[config.mk]
export PLATFORM = sky130hd
export DESIGN_NAME = soc_pio_bidir
export DESIGN_NICKNAME = d
export VERILOG_FILES = /design/src/rtl/soc_pio_bidir.sv
export SDC_FILE = /design/constraint.sdc
export NUM_CORES = 1
export LEC_CHECK = 0
export BUFFER_PORTS_ARGS = -buffer_cell sky130_fd_sc_hd__buf_2
export CAP_MARGIN = 0
export CORE_UTILIZATION = 46
export CTS_CLUSTER_SIZE = 16
export DETAILED_ROUTE_END_ITERATION = 10
export MAX_ROUTING_LAYER = met4
export PLACE_DENSITY = 0.79
export SYNTH_ARGS = -nofsm -noshare
export SYNTH_HDL_FRONTEND = slang
export SYNTH_SLANG_ARGS = --single-unit
export TNS_END_PERCENT = 5
[constraint.sdc]
create_clock -name clk -period 1.2 [get_ports clk]
set_input_delay 0.06 -clock clk [delete_from_list [all_inputs] [get_ports clk]]
set_output_delay 0.06 -clock clk [all_outputs]
set_load 0.02 [all_outputs]
[src/rtl/soc_pio_bidir.sv]
// Avalon-MM parallel I/O slave: per-bit direction, synchronised inputs, atomic set/clear of data_out.
// Optional edge-capture interrupts are built when SOC_PIO_EDGE_CAPTURE_EN is defined.
module soc_pio_bidir #(
    parameter int unsigned      WIDTH       = 8,
    parameter int unsigned      EDGE_TYPE   = 0,
    parameter logic [WIDTH-1:0] RESET_VALUE = '0
) (
    input  logic             clk,
    input  logic             reset,
    input  logic [2:0]       address,
    input  logic             chipselect,
    input  logic             write_n,
    input  logic [31:0]      writedata,
    output logic [31:0]      readdata,
    input  logic [WIDTH-1:0] in_port,
    output logic [WIDTH-1:0] out_port,
    output logic [WIDTH-1:0] oe,
    output logic             irq
);

    localparam logic [2:0] AddrData     = 3'd0;
    localparam logic [2:0] AddrDir      = 3'd1;
    localparam logic [2:0] AddrIrqMask  = 3'd2;
    localparam logic [2:0] AddrEdgeCap  = 3'd3;
    localparam logic [2:0] AddrOutSet   = 3'd4;
    localparam logic [2:0] AddrOutClear = 3'd5;

    logic             wr_en;
    logic [WIDTH-1:0] wdata;
    logic [WIDTH-1:0] data_out_q, data_out_d;
    logic [WIDTH-1:0] oe_q, oe_d;
    logic [WIDTH-1:0] mask_q, mask_d;
    logic [WIDTH-1:0] sync1_q, sync2_q;
    logic [31:0]      rdata_q, rdata_d;
    logic [WIDTH-1:0] ec_rd;
    logic             unused_writedata;

    assign wr_en            = chipselect & ~write_n;
    assign wdata            = writedata[WIDTH-1:0];
    assign unused_writedata = ^(writedata >> WIDTH);

    always_comb begin
        data_out_d = data_out_q;
        oe_d       = oe_q;
        mask_d     = mask_q;
        if (wr_en) begin
            case (address)
                AddrData:     data_out_d = wdata;
                AddrDir:      oe_d       = wdata;
                AddrIrqMask:  mask_d     = wdata;
                AddrOutSet:   data_out_d = data_out_q | wdata;
                AddrOutClear: data_out_d = data_out_q & ~wdata;
                default:      ;
            endcase
        end
    end

    // Read data is refreshed every cycle from the current address, independent of chipselect.
    always_comb begin
        rdata_d = '0;
        case (address)
            AddrData:    rdata_d[WIDTH-1:0] = (sync2_q & ~oe_q) | (data_out_q & oe_q);
            AddrDir:     rdata_d[WIDTH-1:0] = oe_q;
            AddrIrqMask: rdata_d[WIDTH-1:0] = mask_q;
            AddrEdgeCap: rdata_d[WIDTH-1:0] = ec_rd;
            default:     ;
        endcase
    end

    always_ff @(posedge clk) begin
        if (reset) begin
            data_out_q <= RESET_VALUE;
            oe_q       <= '0;
            mask_q     <= '0;
            sync1_q    <= '0;
            sync2_q    <= '0;
            rdata_q    <= '0;
        end else begin
            data_out_q <= data_out_d;
            oe_q       <= oe_d;
            mask_q     <= mask_d;
            sync1_q    <= in_port;
            sync2_q    <= sync1_q;
            rdata_q    <= rdata_d;
        end
    end

`ifdef SOC_PIO_EDGE_CAPTURE_EN
    logic [WIDTH-1:0] prev_q;
    logic [WIDTH-1:0] ec_q, ec_d;
    logic [WIDTH-1:0] edge_det;
    logic [WIDTH-1:0] ec_clr;

    always_comb begin
        case (EDGE_TYPE)
            0:       edge_det = sync2_q & ~prev_q;
            1:       edge_det = ~sync2_q & prev_q;
            default: edge_det = sync2_q ^ prev_q;
        endcase
        ec_clr = (wr_en && address == AddrEdgeCap) ? wdata : '0;
        // A fresh edge overrides a same-cycle clear of that bit.
        ec_d   = (ec_q & ~ec_clr) | edge_det;
    end

    always_ff @(posedge clk) begin
        if (reset) begin
            prev_q <= '0;
            ec_q   <= '0;
        end else begin
            prev_q <= sync2_q;
            ec_q   <= ec_d;
        end
    end

    assign ec_rd = ec_q;
    assign irq   = |(ec_q & mask_q);
`else
    logic [1:0] unused_edge_type;

    assign unused_edge_type = 2'(EDGE_TYPE);
    assign ec_rd            = '0;
    assign irq              = |(sync2_q & mask_q);
`endif

    assign readdata = rdata_q;
    assign out_port = data_out_q;
    assign oe       = oe_q;

endmodule

======== After elaboration in Yosys (flattened, before gate mapping) ========
Index checks and enable logic that the tools add are counted.
word-level totals
  flip-flop bits (word level) ............. 72
  output and inout bits ................... 49
  logic and storage cells ................. 29
  bits of input ports ..................... 47
operators by class
  bitwise gates (word level) .............. 10
  reductions and logical operators ........ 6
  equal/unequal tests ..................... 4
  muxes and demuxes ....................... 2
operators with widths
  kind                  count
  $pmux W8 S3           2
  $and A8 B8 Y8         4
  $not A8 Y8            2
  $or A8 B8 Y8          2
  $reduce_or A8 Y1      1
  $eq A3 B3 Y1 const B  2
  $reduce_and A2 Y1     3
  $eq A3 B1 Y1 const B  1
  $eq A3 B2 Y1 const B  1
  $logic_not A3 Y1      1
  $reduce_bool A3 Y1    1
  $and A1 B1 Y1         1
  $not A1 Y1            1

======== Depth between registers and ports, before layout ========
  depth in word-level cells ............... 4
  mapped depth ............................ 5
  depth with buffers taken out ............ 3

======== Worst setup path before layout ========
No wires, ideal clock.
  kind .................................... input port to flip-flop
  from .................................... in reset
  to ...................................... reg data_out_q[0], in the netlist out_port[0]
  path slack .............................. 200 ps
  stages .................................. 5
  required time ........................... 1139 ps
  library setup time ...................... 61 ps
  data arrival time ....................... 939 ps
  buffers on the path ..................... 2
  cell sequence ........................... buf_6 or3b_1 buf_6 nor3b_2 a221o_1
RTL lines
  item                  RTL line  RTL
  from (decl)           9         input logic reset,
  to (signal assigned)  79        data_out_q <= data_out_d;
  to (decl)             30        logic [WIDTH-1:0] data_out_q, data_out_d;

======== Worst setup path after layout ========
  from .................................... reg mask_q[4]
  to ...................................... out irq
between the ends
  cells in the longest elaborated chain, start to end .. 2
ends and longest elaborated chain
  item                    RTL line  RTL
  from (decl)             32        logic [WIDTH-1:0] mask_q, mask_d;
  from (signal assigned)  81        mask_q <= mask_d;
  $and A8 B8 Y8           122       assign irq = |(sync2_q & mask_q);
  $reduce_or A8 Y1        122
  to (decl)               18        output logic irq
No other way between the ends.

==> flow_metrics.tcl <==
set metrics [dict create \
    syn_avg_cell_area_sq_um 10.47 \
    slowest_delay_ps 330 \
    total_power_mw 2.917 \
    slew_violations 0 \
    fp.dieArea_sq_um 4897 \
    status "completed" \
    gp_congestion 0.8228 \
    hold_path_class "primary input to register" \
    pin_count 96 \
    drc_errors 0 \
    synth_seq_cells 48 \
    drtPass1Iterations 4 \
    hpwl_microns 2952 \
    num_rows 24 \
    worst_clock_skew_ps 2.863 \
    grt_max_degree 26 \
    wl_per_cell_microns 12.49 \
    grt_pass1_vias 1390 \
    vias 1575 \
    netlist_area_sq_um 2126 \
    setup.worst_path.class "register to primary output" \
    nets 318 \
    rsz0062_at_grt "yes" \
    synthToLayoutAreaGrowth_pct 21.90 \
    numCtsBuffers 5 \
    clk_latency_ps 290 \
    root_buffer "clkbuf_8" \
    clock_sinks 48 \
    clock_path_buffers 2 \
    die_h_microns 69.98 \
    required_ps 1140 \
    diodes 0 \
    finalSetupViolations 0 \
    fin_hold_ws_ps 26.51 \
    finalCritPeriodShare_pct 97.16 \
    vias_per_cell 4.861 \
    slowest_stage "dfxtp_2" \
    worstPathArrival_ps 1110 \
    hold_violations 0 \
    cp_max_fo 2 \
    drive_gt1_share_pct 33.46 \
    coreArea_sq_um 4384 \
    crit_chain "a22oi_2, nand4_1, buf_4" \
    cts_tree "done" \
    fp.dieW_microns 69.98 \
    grt-ovfl-total 0 \
    io_buffer_count 47 \
    n_fill_cell 414 \
    clkTransAtPathRegs_ps 90 \
    antenna_found_initial 0 \
    wl_microns 4046 \
    leakage_nw 1.146 \
    track_usage_pct 17.28 \
    cap_violations 0 \
    layout_min_cycle_time_ps 1166 \
    seq_area_frac_synth_pct 45.20 \
    crit_path_end_kind "primary output" \
    yosysUniqueCellTypes 24 \
    critPathLaunchType "register" \
    p_per_area_nw_per_um2 1126 \
    start_util_pct 48.49 \
    first_iter_violations 85 \
    grt_pass1_wl_microns 6444 \
    yosysWarnings 0 \
    path_delay_family "flip-flops" \
    htreeDepth 2 \
    ir_worst_vdd_v 0.0006217 \
    drtAntennaViolNets 0 \
    fmax_ghz 0.8577 \
    layout_commonest_cell "buf_2" \
    cp_num_buf_inv 1 \
    syn_inst 203 \
    layout_common_cells "buf_2, dfxtp_1, nand2b_1, conb_1, buf_4" \
]
kinds of logic after synthesis:
logic type,count (synthesis),synth area share [%]
simple gates,67,22.90
other cells,1,0.1764
flops,48,45.20
compound gates,37,12.48
mux,16,7.534
buf+inv,34,11.71
per-layer routing:
layer / share of wire [%] / up-vias / routed length, microns / GRT usage [%]
met3: 5.7 / 7 / 232 / 3.608
met5: 0 / - / 0 / -
li1: - / 795 / - / -
met2: 47 / 57 / 1919 / 27.67
met1: 45 / 716 / 1840 / 21.21
met4: 1.3 / 0 / 54 / 7.111
metrics by stage:
stage | cell area (sq um) | util (%) | std cells | worst slack (ps) | setup TNS [ps]
6_report | 2591 | 59.10 | 324 | 34.06 | 0
5_1_grt | 2591 | 59.10 | 324 | -34.79 | -34.79
4_1_cts | 2571 | 58.65 | 323 | 3.468 | 0
3_5_place_dp | 2390 | 54.51 | 307 | -16.15 | -36.68
3_3_place_gp | 2390 | 54.51 | 307 | 5.887 | 0
2_1_floorplan | 2212 | - | 226 | 200.1 | 0
path summary, 6_finish.rpt:
check	startpoint	end	slack, ps	cells past startpoint
min reg2reg	sync1_q[5]$_SDFF_PP0_	sync2_q[5]$_SDFF_PP0_	440	1
min	writedata[2]	out_port[2]$_SDFFE_PP0P_	30	2
max	mask_q[4]$_SDFFE_PP0P_	irq	30	3
max reg2reg	out_port[3]$_SDFFE_PP0P_	readdata[3]$_SDFF_PP0_	290	3
cells in the mapped netlist, drive strengths merged:
cell    instances  area (sq um)
dfxtp          48         960.9
nand2b         35         221.5
buf            29         230.2
mux2i          16         160.2
nor2b          16         100.1
o21ai          16         80.08
nor3b           9         107.6
a221o           8         80.08
a22o            8         70.07
clkbuf          5         18.77
a22oi           4         30.03
nor3            2         15.01
a21oi           1         5.000
conb            1         3.750
nand4           1         6.260
nor4            1         12.51
nor4b           1         8.760
or3             1         6.260
or3b            1         8.760
power by group:
| group | total, mW | switching (mW) | internal, mW |
|---|---|---|---|
| logic | 0.333 | 0.196 | 0.136 |
| clock network | 0.927 | 0.521 | 0.406 |
| registers | 1.66 | 0.0235 | 1.63 |
| total | 2.92 | 0.741 | 2.18 |
worst reg2reg max path, delay by kind of cell (launching register included):
family,cells,cell delay (ps)
AOI/OAI and AO/OA,3,460
DFF,1,340
layout make-up:
type	instances	area [sq um]	area share [%]
multi-input cells	144	1028	39.69
repair buffers	72	445.4	17.19
clock inverters	3	18.77	0.7243
well taps	52	65.06	2.511
flip-flops and latches	48	964.7	37.23
clock buffers	5	68.82	2.656
state kept, by name, indices dropped and copies added (netlist names):
register,cells
mask_q,8
readdata,8
sync1_q,8
sync2_q,8
out_port,8
oe,8
timing repair:
| item | CTS | global route |
|---|---|---|
| hold endpoints to repair | 8 | 0 |
| endpoints found under the setup margin | 1 | 1 |
| hold buffers | 8 | 0 |
| pin swaps | 1 | 2 |
| gates resized for setup | 4 | 4 |
| setup buffers | 0 | 1 |
Power figures use the tool's default switching activity.
